[src/rtl/xm_ctrl_pkg.sv]
// ---------------------------------------------------------------------------
// xm_ctrl_pkg
// Shared types and constants for the X-Makina sequencing controller:
//   state_e   controller states (also exported on the debug state port)
//   cls_e     instruction class encodings found in ir[15:13]
//   field bit positions inside the instruction word
//   register write mode encodings
// ---------------------------------------------------------------------------
package xm_ctrl_pkg;

  typedef enum logic [3:0] {
    ST_RESET  = 4'd0,
    ST_F_ADDR = 4'd1,
    ST_F_REQ  = 4'd2,
    ST_DECODE = 4'd3,
    ST_EXEC   = 4'd4,
    ST_BRANCH = 4'd5,
    ST_M_ADDR = 4'd6,
    ST_M_REQ  = 4'd7,
    ST_WB     = 4'd8,
    ST_FAULT  = 4'd9
  } state_e;

  // Class codes 101..111 are reserved and have no enum member.
  typedef enum logic [2:0] {
    CLS_BR  = 3'b000,
    CLS_BC  = 3'b001,
    CLS_ALU = 3'b010,
    CLS_LD  = 3'b011,
    CLS_ST  = 3'b100
  } cls_e;

  localparam int CLS_HI   = 15;
  localparam int CLS_LO   = 13;
  localparam int BYTE_BIT = 6;
  localparam int SRC_HI   = 5;
  localparam int SRC_LO   = 3;
  localparam int DST_HI   = 2;
  localparam int DST_LO   = 0;

  localparam logic [1:0] WRMODE_WORD = 2'b00;
  localparam logic [1:0] WRMODE_LOW  = 2'b01;

endpackage

[src/rtl/xm_instr_decode.sv]
// ---------------------------------------------------------------------------
// xm_instr_decode
// Purely combinational split of the instruction register into the fields the
// controller needs.
//   ir        in   WORD  current IR contents
//   cls       out  3     instruction class (ir[15:13])
//   reserved  out  1     class code is not one of BR/BC/ALU/LD/ST
//   src       out  3     source register (ir[5:3])
//   dst       out  3     destination register (ir[2:0])
//   byte_op   out  1     byte flag (ir[6])
// ---------------------------------------------------------------------------
module xm_instr_decode
  import xm_ctrl_pkg::*;
#(
  parameter int WORD = 16
) (
  input  logic [WORD-1:0] ir,
  output logic [2:0]      cls,
  output logic            reserved,
  output logic [2:0]      src,
  output logic [2:0]      dst,
  output logic            byte_op
);

  assign cls      = ir[CLS_HI:CLS_LO];
  assign reserved = (cls > CLS_ST);
  assign src      = ir[SRC_HI:SRC_LO];
  assign dst      = ir[DST_HI:DST_LO];
  assign byte_op  = ir[BYTE_BIT];

  // Operand/offset bits are consumed by the datapath, not the controller.
  logic unused_ir_bits;
  assign unused_ir_bits = ^ir[CLS_LO-1:BYTE_BIT+1];

endmodule

[src/rtl/xm_controller.sv]
// ---------------------------------------------------------------------------
// xm_controller
// Multi-cycle sequencer for the X-Makina datapath: fetch, decode, execute /
// branch / memory access, writeback. Memory accesses use a request/ready
// handshake with a bounded wait; bad address, timeout or a reserved class
// parks the controller in a sticky FAULT state until reset.
//
// Handshake: memReq_o is held high for every cycle spent in F_REQ/M_REQ. The
// access completes in the cycle where memRdy_i=1 and badMem_i=0; completion
// strobes are combinationally gated by that condition. badMem_i beats
// memRdy_i. If the wait counter has reached WAIT_MAX and memRdy_i is still
// low, the controller faults (16th REQ cycle for WAIT_MAX=15).
//
// Ports:
//   clk_i, arst_i (synchronous, active-high)
//   ir_i, condTrue_i, badMem_i, memRdy_i       datapath / memory status
//   memReq_o, memRnw_o                         memory request, 1=read
//   pcWr_o regWr_o memEn_o memWr_o irWr_o      datapath strobes
//   byteOp_o pcSel_o regWrMode_o               operation qualifiers
//   regWrAdr_o regAdrA_o regAdrB_o             register addresses
//   done_o (retire pulse), fault_o (in FAULT)
//   state_o                                    current state, for debug
// ---------------------------------------------------------------------------
module xm_controller
  import xm_ctrl_pkg::*;
#(
  parameter int WORD     = 16,
  parameter int WAIT_MAX = 15,
  parameter int WAIT_W   = 4
) (
  input  logic            clk_i,
  input  logic            arst_i,
  input  logic [WORD-1:0] ir_i,
  input  logic            condTrue_i,
  input  logic            badMem_i,
  input  logic            memRdy_i,
  output logic            memReq_o,
  output logic            memRnw_o,
  output logic            pcWr_o,
  output logic            regWr_o,
  output logic            memEn_o,
  output logic            memWr_o,
  output logic            irWr_o,
  output logic            byteOp_o,
  output logic            pcSel_o,
  output logic [1:0]      regWrMode_o,
  output logic [2:0]      regWrAdr_o,
  output logic [2:0]      regAdrA_o,
  output logic [2:0]      regAdrB_o,
  output logic            done_o,
  output logic            fault_o,
  output state_e          state_o
);

  state_e            state;
  logic [WAIT_W-1:0] wait_cnt;

  logic [2:0] cls;
  logic       cls_rsvd;
  logic [2:0] src;
  logic [2:0] dst;
  logic       byte_flag;

  xm_instr_decode #(.WORD(WORD)) u_dec (
    .ir       (ir_i),
    .cls      (cls),
    .reserved (cls_rsvd),
    .src      (src),
    .dst      (dst),
    .byte_op  (byte_flag)
  );

  logic is_ld;
  logic mem_done;
  logic timeout;

  assign is_ld    = (cls == CLS_LD);
  assign mem_done = memRdy_i & ~badMem_i;
  assign timeout  = (wait_cnt == WAIT_W'(WAIT_MAX));

  // ------------------------------------------------------------------ FSM
  always_ff @(posedge clk_i) begin
    if (arst_i) begin
      state    <= ST_RESET;
      wait_cnt <= '0;
    end else begin
      case (state)
        ST_RESET:  state <= ST_F_ADDR;
        ST_F_ADDR: begin
          state    <= ST_F_REQ;
          wait_cnt <= '0;
        end
        ST_F_REQ: begin
          if (badMem_i)      state <= ST_FAULT;
          else if (memRdy_i) state <= ST_DECODE;
          else if (timeout)  state <= ST_FAULT;
          else               wait_cnt <= wait_cnt + WAIT_W'(1);
        end
        ST_DECODE: begin
          if (cls_rsvd)                          state <= ST_FAULT;
          else if (cls == CLS_BR || cls == CLS_BC) state <= ST_BRANCH;
          else if (cls == CLS_ALU)               state <= ST_EXEC;
          else                                   state <= ST_M_ADDR;
        end
        ST_EXEC, ST_BRANCH, ST_WB: state <= ST_F_ADDR;
        ST_M_ADDR: begin
          state    <= ST_M_REQ;
          wait_cnt <= '0;
        end
        ST_M_REQ: begin
          if (badMem_i)      state <= ST_FAULT;
          else if (memRdy_i) state <= is_ld ? ST_WB : ST_F_ADDR;
          else if (timeout)  state <= ST_FAULT;
          else               wait_cnt <= wait_cnt + WAIT_W'(1);
        end
        ST_FAULT: state <= ST_FAULT;
        default:  state <= ST_FAULT;
      endcase
    end
  end

  // -------------------------------------------------------- output decode
  always_comb begin
    memReq_o    = 1'b0;
    memRnw_o    = 1'b1;
    pcWr_o      = 1'b0;
    regWr_o     = 1'b0;
    memEn_o     = 1'b0;
    memWr_o     = 1'b0;
    irWr_o      = 1'b0;
    byteOp_o    = 1'b0;
    pcSel_o     = 1'b0;
    regWrMode_o = WRMODE_WORD;
    regWrAdr_o  = 3'd0;
    regAdrA_o   = 3'd0;
    regAdrB_o   = 3'd0;
    done_o      = 1'b0;
    fault_o     = 1'b0;

    // Field-derived outputs follow IR in every live state; they are only
    // meaningful from DECODE onward.
    if (state != ST_RESET && state != ST_FAULT) begin
      regAdrA_o   = src;
      regAdrB_o   = dst;
      regWrAdr_o  = dst;
      byteOp_o    = byte_flag;
      regWrMode_o = byte_flag ? WRMODE_LOW : WRMODE_WORD;
    end

    case (state)
      ST_F_ADDR: memEn_o = 1'b1;
      ST_F_REQ: begin
        memReq_o = 1'b1;
        if (mem_done) begin
          memWr_o = 1'b1;
          irWr_o  = 1'b1;
          pcWr_o  = 1'b1;
        end
      end
      ST_EXEC: begin
        regWr_o = 1'b1;
        done_o  = 1'b1;
      end
      ST_BRANCH: begin
        done_o = 1'b1;
        if (cls == CLS_BR || condTrue_i) begin
          pcSel_o = 1'b1;
          pcWr_o  = 1'b1;
        end
      end
      ST_M_ADDR: memEn_o = 1'b1;
      ST_M_REQ: begin
        memReq_o = 1'b1;
        memRnw_o = is_ld;
        if (mem_done) begin
          if (is_ld) memWr_o = 1'b1;
          else       done_o  = 1'b1;
        end
      end
      ST_WB: begin
        regWr_o = 1'b1;
        done_o  = 1'b1;
      end
      ST_FAULT: fault_o = 1'b1;
      default: ;
    endcase
  end

  assign state_o = state;

endmodule

[config.mk]
export PLATFORM = sky130hd
export DESIGN_NAME = xm_controller
export DESIGN_NICKNAME = d
export VERILOG_FILES = /design/src/rtl/xm_ctrl_pkg.sv /design/src/rtl/xm_instr_decode.sv /design/src/rtl/xm_controller.sv
export SDC_FILE = /design/constraint.sdc
export NUM_CORES = 1
export LEC_CHECK = 0
export CORE_MARGIN = 8
export CORE_UTILIZATION = 33
export DETAILED_ROUTE_END_ITERATION = 8
export GPL_ROUTABILITY_DRIVEN = 0
export PLACE_DENSITY = 0.84
export SYNTH_ARGS = -nofsm -noshare
export SYNTH_HDL_FRONTEND = slang
export SYNTH_SLANG_ARGS = --single-unit
[constraint.sdc]
create_clock -name clk_i -period 1.85 [get_ports clk_i]
set_clock_uncertainty 0.15 [all_clocks]
set_input_delay 0.185 -clock clk_i [delete_from_list [all_inputs] [get_ports clk_i]]
set_output_delay 0.185 -clock clk_i [all_outputs]
set_load 0.03 [all_outputs]
Word-level counts from Yosys, hierarchy flattened. Cells that the tools add are included.

Register bits: 8. Input port bits: 21. Output and inout bits: 26. Logic and storage cells: 71.

Add/subtract/negate cells: 1. $lt $le $gt $ge: 1. Equal/unequal tests: 17. Muxes and demuxes: 35. Bitwise logic cells: 2. Reductions and logical operators: 13.

Operator list (number): two-way mux 4 bit (10); case mux 4 bit (6 select lines) (1); equality test 4 x 3 -> 1 bit (second input constant) (4); two-way mux 1 bit (16); equality test 4 bit (second input constant) (3); equality test 4 x 2 -> 1 bit (second input constant) (2); case mux 4 bit (2 select lines) (1); equality test 3 x 2 -> 1 bit (second input constant) (2); two-way mux 3 bit (2); != test 2 bit (second input constant) (3); case mux 1 bit (2 select lines) (3); OR reduction 2 bit (3); adder 4 x 1 -> 4 bit (second input constant) (1); equality test 4 x 1 -> 1 bit (second input constant) (1); zero test 4 bit (1); two-way mux 2 bit (2); != test 4 bit (second input constant) (1); AND reduction 4 bit (1); nonzero test 4 bit (1); OR reduction 4 bit (1); equality test 3 x 1 -> 1 bit (second input constant) (1); greater-than comparator 3 bit (second input constant) (1); zero test 3 bit (1); OR reduction 3 bit (1); other kinds (5) (6).

Longest topological paths before layout.
Depth after elaboration: 5. Mapped depth: 6. Mapped depth without buffers: 5.

Cells and area by module. From an unflattened synthesis, not the netlist that was laid out.

Cells, all modules: 116. Area, all modules: 842.1 um2.

Modules (own cells, without submodules): xm_controller (times used 1, cells an instance 105, area an instance 759.5 um2, sequential area each 160.2 um2); xm_instr_decode (times used 1, cells an instance 11, area an instance 82.6 um2, sequential area each 0.0 um2).

Worst setup path after synthesis. No wires, ideal clock.

Path kind: reg-to-output. From: reg state[3], in the netlist state_o[3]. To: out pcWr_o. Arrival: 2.194 ns. Data required time: 1.515 ns. Path slack: -0.679 ns. Cell stages (with the launch flop): 5. Buffers on the path: 1. Cells stage by stage: dfxtp_1 > buf_1 > nand2b_1 > nor4_1 > or2_2.

Longest elaborated chain between the ends: 2. Elaborated cells between the ends (all ways): 3. Those cells by class: 2 x eq/ne; 1 x mux.

Ends and longest elaborated chain: start: declaration (RTL line xm_controller.sv:55) `state_e state;`; start signal: assignment (RTL line xm_controller.sv:112) `else if (memRdy_i) state <= is_ld ? ST_WB : ST_F_ADDR;`; equality test 4 x 3 -> 1 bit or equality test 4 x 2 -> 1 bit (tied branches) (RTL line xm_controller.sv:150) `case (state)`; case mux 1 bit (2 select lines) * (RTL line xm_controller.sv:150); end: declaration (RTL line xm_controller.sv:39) `output logic pcWr_o,`.

Every way passes the cells marked *; elsewhere a longest branch is shown, timed or not.

Worst setup path after layout.
From: reg state[0], in the netlist state_o[0]. To: out pcWr_o.

Same word-level chain as after synthesis.

==> results.toml <==
[sta]
setup_viol = 0
fmax_mhz = 549
min_period_ns = 1.82
setup_ws_ns = 0.0287
drv_slew = 0
rsz0062_at_grt = "yes"
timing.final.crit_share = 0.985
hold_viol = 0

[synth]
synth_ff_type = "dfxtp_1"
synth_edf_count = 0
ys_types = 41
synth.avg_cell_area_um2 = 7.24
ys_seq_area_frac = 0.209
syn_area_um2 = 767
ys_warn_count = 0
yosysTopAreaCellShare = 0.209
synth_nets = 128
synth_top_area_cell = "dfxtp_1"
synth-seq-cells = 8
synthArstFlopShare = 0
synthCells = 106
synth.area.top_cells = "dfxtp_1 (21%), and2_1 (9.0%), nor2_1 (5.9%), buf_4 (4.9%), a21oi_1 (3.9%)"

[grt]
antenna_found_initial = 0
grt_pass1_vias = 1044
gr-total-overflow = 0
grt_max_degree = 11
grt_pass1_wl_mm = 4.49
grt_use_total = 0.134

[min_path]
worstHoldEndpoint = "wait_cnt[0]"
hold_depth = 5
min_from = "badMem_i"
hold_path.class = "input pin to flip-flop"

[cts]
hold_buffers = 0
clk_path_buf_depth = 2
numCtsBuffers = 3
cts-root-buf = "clkbuf_4"
cts_tree = "built"
path_clk_slew_ns = 0.06
clk_latency_ns = 0.27
cts_htree_levels = 1
cts_setup_buffers = 0
cts.sinks = 8

[worst_setup_path]
slowest_stage = "dfxtp_4"
rr_startpoint = "wait_cnt[1]"
rr_endpoint = "wait_cnt[3]"
cp_common_cell = "buf_4"
cp_top_family = "simple AND/OR/NAND/NOR gates"
rrSetupSlack_ns = 0.04
critPathMaxStageDelay_ns = 0.36
crit_chain = "nor2b_4 -> buf_4 -> nand2_2 -> nor3_2 -> or2_2 -> buf_4"
startpoint_type = "flip-flop"
criticalPathCategory = "flip-flop to output pin"
endpoint_kind = "output pin"
crit_path_max_fanout = 6
worstPathRequired_ns = 1.51
rr_worst_depth = 5
cp_num_buf_inv = 2
arrival_ns = 1.49

[run_status]
status = "completed"

[pwr]
seqPwrFrac = 0.261
p_leak_uw = 0.000601
combPwrFrac = 0.546
power_switching_share = 0.413
vdd_ir_drop_max_v = 0.000284
powerDensity_nw_per_um2 = 543
intPower_uw = 434
p_sw_uw = 305
clkPwrFrac = 0.193

[final_layout]
layout-drive-gt1-share = 0.462
areaGrowthSynthToFinish_pct = 77.7
fillCellCount = 187
post-route-cell-area_um2 = 1360
antenna_cells = 0
final_nets = 182

[routing]
vias = 1018
wire_per_inst_um = 15.2
dr.pass1.iters = 6
viasPerCell = 5.47
drt-total-wl_mm = 2.83
ant_nets = 0
drc = 0
drtIter0Drc = 44

[floorplan]
die_y_um = 64.2
core_um2 = 2210
dieArea_um2 = 4120
rows = 17
io_pins = 47
start_util = 0.347
die_x_um = 64.2

[place]
place_hpwl_mm = 2.32
place_ws_ns = -0.259
io_buffers = 39
place_area_um2 = 1290

[run]
cap_viol_max_count = 0
==> stage by stage <==
step	utilization	setup TNS, ns	power [µW]	cells	hold slack (ns)
after floorplan	-	-0.0683	425	106	0.233
after global placement	0.584	-0.351	581	183	0.326
after detailed placement	0.584	-0.501	591	183	0.360
after CTS	0.601	0	735	186	0.369
after global routing	0.616	-0.0983	779	186	0.359
final	0.616	0	739	186	0.330
==> layer usage <==
| layer | GRT usage | part of all wire | up-vias |
|---|---|---|---|
| li1 | - | - | 479 |
| met1 | 0.127 | 0.37 | 459 |
| met2 | 0.225 | 0.47 | 66 |
| met3 | 0.0627 | 0.11 | 14 |
| met4 | 0.0981 | 0.042 | 0 |
| met5 | 0 | 0 | - |
==> flip-flops by register name, indices dropped and copies added (netlist names) <==
register / count
wait_cnt: 4
state_o: 4
==> worst max path at each step <==
stage	depth (start not counted)	slack (ns)	end	from
after detailed placement	4	-0.26	memRnw_o	ir_i[15]
after floorplan	4	-0.07	pcWr_o	state_o[3]
after CTS	6	0.01	pcWr_o	state_o[0]
after global routing	7	-0.04	pcWr_o	ir_i[14]
after global placement	4	-0.21	memRnw_o	ir_i[15]
final	6	0.03	pcWr_o	state_o[0]
==> cells in the final DEF, fill, tap and decap left out, types with 2 or more instances in the layout <==
master,instances
a21oi_1,5
and2_1,7
and2_2,4
buf_4,40
clkbuf_4,3
clkdlybuf4s50_1,14
dfxtp_1,4
dfxtp_2,3
dlygate4sd2_1,2
dlymetal6s2s_1,3
inv_1,4
nand2b_1,3
nand3_1,5
nor2_1,12
nor3_2,3
o21ai_0,4
o31ai_1,2
or2_2,2
==> kinds of logic (layout without fill, tap and decap cells) <==
kind of cell / count (synthesis) / in the layout / share of synthesized area
buf+inv: 15 / 67 / 0.101
mux: 1 / 1 / 0.0131
xor+xnor: 3 / 3 / 0.0343
simple gates: 52 / 52 / 0.375
flops: 8 / 8 / 0.209
compound gates: 25 / 25 / 0.246
other cells: 1 / 1 / 0.00489
fa+ha+maj: 1 / 1 / 0.0163
==> power groups by stage <==
stage	registers, µW	logic [µW]	clock network (µW)
CTS	191	399	144
finish	193	404	143
detailed placement	195	396	0
global placement	193	388	0
floorplan	203	222	0
global route	194	431	154
==> repair_timing <==
action | 4_1_cts | 5_1_grt
endpoints found under the setup margin | 20 | 10
resized for setup | 11 | 13
pin swaps | 1 | 3
==> synth_stat cells, drive strengths merged, types with 2 or more instances <==
library cell,instances
or3,2
and2,11
nand2b,3
buf,9
o21ai,5
nor3,5
nor2b,2
o32ai,2
nor4,2
a21oi,6
or2,2
inv,4
nand3,6
o31ai,2
dfxtp,8
nand2,2
nor2,12
clkbuf,2
xnor2,2
==> worst min-delay path, delay by kind of cell <==
family	cells	cell delay, ns
simple gates	2	0.21
buf+inv	1	0.17
compound gates	2	0.11
==> area by class of cell <==
cell class | instances | area [µm²] | area share
Sequential cell | 8 | 168 | 0.123
Multi-Input combinational cell | 83 | 622 | 0.456
Timing Repair Buffer | 60 | 500 | 0.367
Inverter | 4 | 15.0 | 0.0110
Tap cell | 28 | 35.0 | 0.0257
Clock buffer | 3 | 22.5 | 0.0165
(Power assumes the default switching activity.)
